[config.mk]
export PLATFORM = sky130hd
export DESIGN_NAME = bit_serial_adder
export DESIGN_NICKNAME = d
export VERILOG_FILES = /design/src/rtl/serial_arith_pkg.sv /design/src/rtl/fa_decoder.sv /design/src/rtl/bit_serial_adder.sv
export SDC_FILE = /design/constraint.sdc
export NUM_CORES = 1
export LEC_CHECK = 0
export CORE_MARGIN = 2
export CORE_UTILIZATION = 58
export CTS_BUF_LIST = sky130_fd_sc_hd__clkbuf_2 sky130_fd_sc_hd__clkbuf_4 sky130_fd_sc_hd__clkbuf_8
export CTS_CLUSTER_SIZE = 24
export DETAILED_ROUTE_END_ITERATION = 6
export PLACE_DENSITY = 0.84
export SKIP_LAST_GASP = 1
export SYNTH_ARGS = -nofsm -noshare
export SYNTH_HDL_FRONTEND = slang
export SYNTH_SLANG_ARGS = --single-unit
export TNS_END_PERCENT = 50
[constraint.sdc]
create_clock -name clk -period 3.1 [get_ports clk]
set_input_delay 0.465 -clock clk [delete_from_list [all_inputs] [get_ports clk]]
set_output_delay 0.465 -clock clk [all_outputs]
set_load 0.01 [all_outputs]
[src/rtl/serial_arith_pkg.sv]
// serial_arith_pkg: shared constants for the serial arithmetic blocks.
//   ST_IDLE/ST_SHIFT/ST_DONE - FSM state encodings
//   DEFAULT_WIDTH            - default operand width
package serial_arith_pkg;
    localparam int DEFAULT_WIDTH = 8;
    localparam logic [1:0] ST_IDLE  = 2'b00;
    localparam logic [1:0] ST_SHIFT = 2'b01;
    localparam logic [1:0] ST_DONE  = 2'b10;
endpackage

[src/rtl/fa_decoder.sv]
// fa_decoder: combinational 1-bit full adder.
//   a, b, cin -> sum, carry
module fa_decoder (
    input  logic a,
    input  logic b,
    input  logic cin,
    output logic sum,
    output logic carry
);
    assign sum   = a ^ b ^ cin;
    assign carry = (a & b) | (cin & (a ^ b));
endmodule

[src/rtl/bit_serial_adder.sv]
// bit_serial_adder: LSB-first serial adder, one bit per clock, WIDTH+2 cycles per add.
//   clk, rst_n (async, active-low)
//   start, a_in, b_in, cin_in  - request and operands, captured in IDLE
//   busy, done                 - busy high in SHIFT, done one-cycle pulse in DONE
//   sum_out, cout_out          - result and carry, held until the next result
//   ovf_out                    - signed overflow, only when SERIAL_ADD_OVF_EN is defined
module bit_serial_adder
    import serial_arith_pkg::*;
#(
    parameter int WIDTH = DEFAULT_WIDTH
) (
    input  logic             clk,
    input  logic             rst_n,
    input  logic             start,
    input  logic [WIDTH-1:0] a_in,
    input  logic [WIDTH-1:0] b_in,
    input  logic             cin_in,
    output logic             busy,
    output logic             done,
    output logic [WIDTH-1:0] sum_out,
`ifdef SERIAL_ADD_OVF_EN
    output logic             ovf_out,
`endif
    output logic             cout_out
);
    localparam int CW = $clog2(WIDTH) + 1;
    localparam logic [CW-1:0] LAST = CW'(WIDTH - 1);

    logic [1:0]       state;
    logic [WIDTH-1:0] a_sr, b_sr, res;
    logic [CW-1:0]    cnt;
    logic             carry;
    logic             fa_s, fa_c;
    logic [WIDTH-1:0] res_nxt;

    fa_decoder u_fa (
        .a     (a_sr[0]),
        .b     (b_sr[0]),
        .cin   (carry),
        .sum   (fa_s),
        .carry (fa_c)
    );

    assign res_nxt = {fa_s, res[WIDTH-1:1]};
    assign busy    = (state == ST_SHIFT);
    assign done    = (state == ST_DONE);

    always_ff @(posedge clk or negedge rst_n) begin
        if (!rst_n) begin
            state    <= ST_IDLE;
            a_sr     <= '0;
            b_sr     <= '0;
            res      <= '0;
            cnt      <= '0;
            carry    <= 1'b0;
            sum_out  <= '0;
            cout_out <= 1'b0;
`ifdef SERIAL_ADD_OVF_EN
            ovf_out  <= 1'b0;
`endif
        end else begin
            case (state)
                ST_IDLE: if (start) begin
                    a_sr  <= a_in;
                    b_sr  <= b_in;
                    carry <= cin_in;
                    cnt   <= '0;
                    state <= ST_SHIFT;
                end
                ST_SHIFT: begin
                    a_sr  <= a_sr >> 1;
                    b_sr  <= b_sr >> 1;
                    res   <= res_nxt;
                    carry <= fa_c;
                    cnt   <= cnt + 1'b1;
                    // on the MSB cycle the carry flop holds the carry into the MSB
                    if (cnt == LAST) begin
                        state    <= ST_DONE;
                        sum_out  <= res_nxt;
                        cout_out <= fa_c;
`ifdef SERIAL_ADD_OVF_EN
                        ovf_out  <= carry ^ fa_c;
`endif
                    end
                end
                ST_DONE: state <= ST_IDLE;
                default: state <= ST_IDLE;
            endcase
        end
    end
endmodule

# After elaboration in Yosys (flattened, before gate mapping)
# Index checks and enable logic that the tools add are counted.
# op_classes
div,0
shift,0
bitwise,5
n_mux,11
n_mul,0
n_eq_ne,5
reduce_logical,5
add_sub_neg,1
order_cmp,0
# op_table
cell,n
$pmux 8 s2,2
$mux 8,2
$pmux 4 s2,1
$reduce_and 2->1,3
$add 4x1->4 const B,1
$eq 4x3->1 const B,1
$mux 2,2
$mux 4,1
$pmux 2 s2,1
$and 1x1->1,2
$eq 2x1->1 const B,1
$eq 2x2->1 const B,1
$logic_not 2->1,1
$ne 2x1->1 const B,1
$ne 2x2->1 const B,1
$pmux 1 s2,1
$reduce_bool 2->1,1
$xor 1x1->1,2
$mux 1,1
$or 1x1->1,1
# totals
ram_bits,0
input_bits,20
wordCells,35
latchBits,0
rom_bits,0
mem_count,0
out_inout_bits,11
reg_bits,40

# Logic depth before layout (Yosys ltp)
# Gate-level depths: netlist (run 1).
# depth
ltp_word,4
depth_mapped,6
mapped_depth_nobuf,4

# Hierarchy
# From an unflattened synthesis (run 1), not the netlist that was laid out.
# hier_totals
hier_cells,165
hier_area_um2,1730.4
# modules_own_cells
mod,cells_each,n_inst,area_each_um2,seq_area_each_um2
bit_serial_adder,164,1,1710.4,975.9
fa_decoder,1,1,20.0,0.0

# Least setup slack after synthesis (run 1)
# No wires, ideal clock.
# synth_timing
path_kind,register to output
start,reg state[1]
end,out done
arrival_ns,1.142
required_time_ns,2.635
setup_slack_ns,1.493
n_path_buf,2
stages_incl_launch_ff,4
cell_sequence,dfrtp_1 -> clkbuf_1 -> clkbuf_1 -> nor2b_1
# synth_between
elab_chain_cells,1
# synth_lines
item,line_no,rtl
from (decl),bit_serial_adder.sv:29,logic [1:0] state;
from (signal assigned),bit_serial_adder.sv:50,state <= ST_IDLE;
from (signal assigned),bit_serial_adder.sv:68,state <= ST_SHIFT;
from (signal assigned),bit_serial_adder.sv:78,state <= ST_DONE;
$eq 2x2->1,bit_serial_adder.sv:46,assign done = (state == ST_DONE);
to (decl),bit_serial_adder.sv:19,"output logic done,"
# No other way between the ends.

# Worst setup path in the final report (run 1)
# layout_timing
start,reg state[1]
end,out busy
# layout_between
elab_chain_cells,1
# layout_lines
item,line_no,rtl
$eq 2x1->1,bit_serial_adder.sv:45,assign busy = (state == ST_SHIFT);
to (decl),bit_serial_adder.sv:18,"output logic busy,"
# No other way between the ends.

==> flow_metrics.tcl, run 1 <==
set metrics [dict create \
    status "complete, no violations" \
    cts_sinks 39 \
    ys_types 23 \
    synth.area.top_cells "dfrtp_1 56%, mux2_2 6.4%, nor2b_1 6.4%, a22oi_1 6.0%, nand2_1 5.8%" \
    ctsResizeCount 0 \
    cap_violations 0 \
    synth_nets 190 \
    wl_per_cell_um 15.0 \
    syn_inst 168 \
    critPathRequiredTime_ns 2.63 \
    synth.largest_area_cell "dfrtp_1" \
    cp-end-kind "output pin" \
    io_buffers 30 \
    netlist_area_sq_um 1760 \
    slew_headroom_pct 45.0 \
    finalNetCount 222 \
    startpoint "state[1]" \
    track_usage_pct 22.7 \
    post_cts_buffers 0 \
    powerDensity_nw_per_um2 907 \
    worstRegToRegCells 4 \
    timing.fmax_ghz 0.405 \
    yosys_register_bits 39 \
    viasPerCell 5.83 \
    reg2reg_from "state[1]" \
    route.detailed.drc 0 \
    clockBufferDepth 2 \
    yosys_warnings 0 \
    wl_mm 3.49 \
    cts-root-buf "clkbuf_4" \
    gp_congestion 0.748 \
    fin_crit_ns 2.47 \
    fin_skew_ns 0.00665 \
    min_path_type "input port to async pin" \
    setup-tns-final_ns 0 \
    setup_violations 0 \
    first_pass_iters 4 \
    place_area_sq_um 2080 \
    area_growth_pct 21.7 \
    io_pins 31 \
    die_area_sq_um 3480 \
    fin_crit_sh_pct 79.6 \
    seq_area_frac_synth_pct 55.6 \
    cts_inserted_buffers 5 \
    rsz0062_at_grt "no" \
    drt-initial-drc-count 71 \
    tightest_slew_ns 0.825 \
    arrival_ns 2.00 \
    core_area_sq_um 2810 \
    leakage_uw 0.000938 \
    antenna_found_initial 0 \
    final_antenna_net_count 0 \
    hold_viol_final 0 \
    postCtsHoldBufs 0 \
    grt_pass1_vias 1285 \
    utilization_pct 76.1 \
    clk-insertion-delay-late_ns 0.35 \
    hpwl_mm 2.33 \
    die_h_um 59.0 \
    rr_endpoint "sum_out[1]" \
    via_count 1352 \
    setup.worst_path.class "register to output pin" \
    crit_fanout 22 \
    syn_area_per_cell_sq_um 10.4 \
    start_util_pct 62.6 \
    vdd_drop_max_mv 0.616 \
    grt_first_pass_wirelength_mm 5.81 \
    tritoncts "done" \
    worstSetupStartpointType "register" \
    die_w_um 59.0 \
    crit_end "busy" \
    synth.top_cell.area_share_pct 55.6 \
    grt_max_degree 40 \
    slew_viol_final 0 \
    diodes 0 \
    stdcell_area_sq_um 2140 \
    htreeDepth 2 \
    clkTransAtPathRegs_ns 0.12 \
    row_count 19 \
    drive_above_1_share_pct 12.4 \
    r2r_setup_slack_ns 1.12 \
    gr-total-overflow 0 \
]
[area by class of cell]
type | count | area (sq um)
Multi-Input combinational cell | 118 | 727
Inverter | 1 | 3.75
Fill cell | 208 | 669
Tap cell | 31 | 38.8
Clock inverter | 3 | 20.0
Clock buffer | 5 | 37.5
Timing Repair Buffer | 35 | 333
Sequential cell | 39 | 976
[report_power, final]
part	total, uW	internal, uW	switching (uW)
registers	870	718	152
clock network	262	86.6	175
logic	804	395	409
total	1940	1200	737
[metrics by stage]
stage / cells / total power, uW / worst slack [ns] / hold WS [ns]
floorplan: 168 / 1380 / 1.49 / 0.169
global placement: 224 / 1630 / 1.07 / 0.473
detailed placement: 224 / 1690 / 0.997 / 0.466
CTS: 232 / 1950 / 0.599 / 0.216
global route: 232 / 2080 / 0.499 / 0.248
finish: 232 / 1940 / 0.632 / 0.196
[worst min path at each step]
| stage | slack [ns] | to | cells past startpoint |
|---|---|---|---|
| after floorplan | 0.17 | a_sr[0] | 0 |
| after global placement | 0.47 | res[1] | 2 |
| after detailed placement | 0.47 | res[1] | 2 |
| after CTS | 0.22 | cout_out | 1 |
| after global routing | 0.25 | b_sr[7] | 1 |
| final | 0.20 | b_sr[3] | 1 |
[worst max-delay path: stages, from the launching register on]
cell and delay (ns):
dfrtp_1 0.38, buf_4 0.20, nand2b_1 0.36, inv_1 0.16, clkdlybuf4s50_1 0.55
[synthesized netlist by cell type, drive strengths merged]
cell and instances:
dfrtp 39, nand2 27, a21oi 18, nor2b 18
o21ai 18, a22oi 14, mux2 10, clkbuf 6
buf 4, a22o 2, nand3 2, nor2 2
and3b 1, fa 1, ha 1, inv 1
nand2b 1, nor3 1, o21bai 1, o311ai 1
[flip-flops by register name, summed over array words and instances, names as in the netlist]
name and flops:
a_sr 8, b_sr 8, carry 1, cnt 4, cout_out 1, res 7
state 2, sum_out 8
[cells in the final DEF, fill, tap and decap left out, types with 5 or more instances in the layout]
cell	n
a22oi_1	14
buf_4	5
nor2b_1	18
nand2_1	27
a21oi_1	18
clkbuf_4	5
dfrtp_1	39
o21ai_0	17
clkdlybuf4s50_1	29
mux2_2	10
[kinds of logic after synthesis]
logic type | count (synthesis) | share of synthesized area (%)
DFF | 39 | 55.6
adders and majority gates | 2 | 1.85
and+or+nand+nor | 52 | 15.0
buffers and inverters | 11 | 2.99
muxes | 10 | 6.41
AOI/OAI and AO/OA | 54 | 18.2
[metal layers]
metal | up-vias | wire, um | track usage [%] | share of wire, %
li1 | 652 | - | - | -
met1 | 651 | 1510 | 28.1 | 43
met2 | 45 | 1690 | 37.3 | 49
met3 | 4 | 230 | 6.99 | 6.6
met4 | 0 | 50 | 9.09 | 1.4
met5 | - | 0 | 0 | 0
No activity file was read; power rests on OpenSTA's default activity.
==> run 2: changes to the inputs <==
--- a/config.mk
+++ b/config.mk
@@ -6,11 +6,11 @@
 export NUM_CORES = 1
 export LEC_CHECK = 0
 export CORE_MARGIN = 2
-export CORE_UTILIZATION = 58
+export CORE_UTILIZATION = 49
 export CTS_BUF_LIST = sky130_fd_sc_hd__clkbuf_2 sky130_fd_sc_hd__clkbuf_4 sky130_fd_sc_hd__clkbuf_8
 export CTS_CLUSTER_SIZE = 24
 export DETAILED_ROUTE_END_ITERATION = 6
-export PLACE_DENSITY = 0.84
+export PLACE_DENSITY = 0.75
 export SKIP_LAST_GASP = 1
 export SYNTH_ARGS = -nofsm -noshare
 export SYNTH_HDL_FRONTEND = slang
==> constraint.sdc (replaced) <==
create_clock -name clk -period 2 [get_ports clk]
set_input_delay 0.3 -clock clk [delete_from_list [all_inputs] [get_ports clk]]
set_output_delay 0.3 -clock clk [all_outputs]
set_load 0.01 [all_outputs]
==> flow_metrics.tcl, run 2 (same netlist as run 1, synthesis figures left out) <==
set metrics [dict create \
    hold_viol_final 0 \
    fin_crit_sh_pct 98.7 \
    drive_above_1_share_pct 15.4 \
    drt-initial-drc-count 81 \
    die_h_um 63.9 \
    die_w_um 63.9 \
    track_usage_pct 21.4 \
    io_pins 31 \
    finalNonFillerCells 254 \
    seqPwrFrac_pct 40.9 \
    cp_cell_sequence "buf_4, nor2b_1, clkdlybuf4s50_1" \
    grt_pass1_vias 1391 \
    timing.fmax_ghz 0.507 \
    via_count 1383 \
    wl_mm 3.81 \
    clockBufferDepth 2 \
    cp_num_buf_inv 2 \
    cts_inserted_buffers 5 \
    wl_met3_um 124 \
    clkPwrFrac_pct 19.8 \
    net-switching-power_uw 1160 \
    routed-wl-met2_mm 1.89 \
    area_growth_pct 28.9 \
    gr-total-overflow 0 \
    regArea_sq_um 976 \
    wl_met1_mm 1.72 \
    worstRegToRegCells 3 \
    cap_violations 0 \
    multi_input_area_sq_um 729 \
    critPathMaxStageDelay_ns 0.55 \
    critPathSlowestCell "clkdlybuf4s50_1" \
    layout_commonest_cell "dfrtp_1" \
    nFillCells 265 \
    switching_share_pct 34.9 \
    powerDensity_nw_per_um2 1470 \
    rr_endpoint "sum_out[3]" \
    tightest_slew_ns 0.588 \
    io_buffers 30 \
    dp_cells 245 \
    p_comb_share_pct 39.4 \
    vdd_drop_max_mv 0.686 \
    wl_per_cell_um 15.0 \
    cts-root-buf "clkbuf_4" \
    viasPerCell 5.44 \
    htreeDepth 2 \
    cts_sinks 39 \
    route.detailed.drc 0 \
    top_regs "a_sr: 8 flops, b_sr: 8 flops, sum_out: 8 flops" \
    core_area_sq_um 3390 \
    worstSetupStartpointType "register" \
    final_antenna_net_count 0 \
    tritoncts "done" \
    diodes 0 \
    gp_congestion 0.732 \
    crit_family "buffers and inverters" \
    slew_viol_final 0 \
    row_count 21 \
    leakage_uw 0.000995 \
    finalNetCount 229 \
    dr.max_layer_used "met4" \
    whs_ns 0.463 \
    status "complete, no violations" \
    critPathRequiredTime_ns 1.70 \
    antenna_found_initial 0 \
    setup_violations 0 \
    fin_crit_ns 1.97 \
    reg2reg_from "state[1]" \
    min_path_type "input port to async pin" \
    r2r_setup_slack_ns 0.33 \
    start_util_pct 51.8 \
    arrival_ns 1.67 \
    grt_max_degree 27 \
    layout_common_cells "39 x dfrtp_1, 29 x clkdlybuf4s50_1, 27 x nand2_1" \
    crit_fanout 9 \
    clkTransAtPathRegs_ns 0.12 \
    slew_headroom_pct 60.8 \
    p_int_uw 2160 \
    die_area_sq_um 4080 \
    first_pass_iters 4 \
    grt_first_pass_wirelength_mm 6.64 \
    rsz0062_at_grt "yes" \
    setup.worst_path.class "register to output pin" \
    fin_skew_ns 0.0135 \
    clk-insertion-delay-late_ns 0.36 \
    hpwl_mm 2.66 \
    cp-end-kind "output pin" \
]
## run 2: changes by cell type in the layout (fill, tap and decap cells not counted)
cell           before  now
bufinv_16           0    2
buf_4               5   10
nand2b_1            1    0
buf_6               0    1
clkinvlp_4          2    1
clkinv_2            1    0
nand2b_2            0    1
dlygate4sd3_1       0    1
## run 2: metrics by stage
step                      utilization, %  cell area, sq um  TNS, ns  total power, uW  setup WS, ns
after global placement              63.2              2140        0             2600         0.401
after detailed placement            63.2              2140        0             2670         0.308
after CTS                           66.7              2260  -0.0127             3350       -0.0127
after global routing                66.8              2260   -0.117             3570       -0.0647
after floorplan                        -              1760        0             2130         0.558
final                               66.8              2260        0             3320        0.0270
## run 2: area by class of cell
type / instances / share of cell area, %
sequential: 39 / 43.1
multi-input combinational: 118 / 32.2
timing repair buffer: 42 / 17.3
clock inverter: 3 / 2.99
tap: 46 / 2.54
clock buffer: 5 / 1.66
inverter: 1 / 0.166
## run 2: how the worst max path moves through the flow
stage	slack (ns)	cells past startpoint	from	end
6_report	0.03	3	state[0]	done
5_1_grt	-0.06	3	state[1]	busy
4_1_cts	-0.01	3	state[1]	done
3_3_place_gp	0.40	5	start	cnt[3]
2_1_floorplan	0.56	3	state[1]	done
3_5_place_dp	0.31	3	state[0]	sum_out[3]
## run 2: timing repair
action	in CTS	in global routing
pin swaps	0	0
endpoints found under the setup margin	2	2
hold buffers	1	0
endpoints found under the hold margin	24	0
gates resized for setup	1	1
setup buffers	0	0
## run 2: power groups by stage
stage	logic, uW	clock network, uW	registers [uW]
floorplan	784	0	1350
global placement	1250	0	1350
detailed placement	1300	0	1370
CTS	1320	673	1360
global route	1460	709	1410
finish	1310	656	1360
## run 2: routing by layer
layer,GRT usage (%),vias to the layer above
li1,-,670
met1,26.8,685
met2,35.9,21
met3,5.11,7
met4,8.15,0
met5,0,-
## run 2: worst reg2reg max path: stages, from the launching register on
cell and delay [ns]:
dfrtp_1 0.42, nand2b_2 0.26, nor3_4 0.48, mux2_2 0.40
==> run 3: changes to the inputs <==
--- a/config.mk
+++ b/config.mk
@@ -5,6 +5,7 @@
 export SDC_FILE = /design/constraint.sdc
 export NUM_CORES = 1
 export LEC_CHECK = 0
+export CAP_MARGIN = 20
 export CORE_MARGIN = 2
 export CORE_UTILIZATION = 49
 export CTS_BUF_LIST = sky130_fd_sc_hd__clkbuf_2 sky130_fd_sc_hd__clkbuf_4 sky130_fd_sc_hd__clkbuf_8
==> results of run 3 <==
No change in the layout: final DEF, timing and power equal those of run 2.
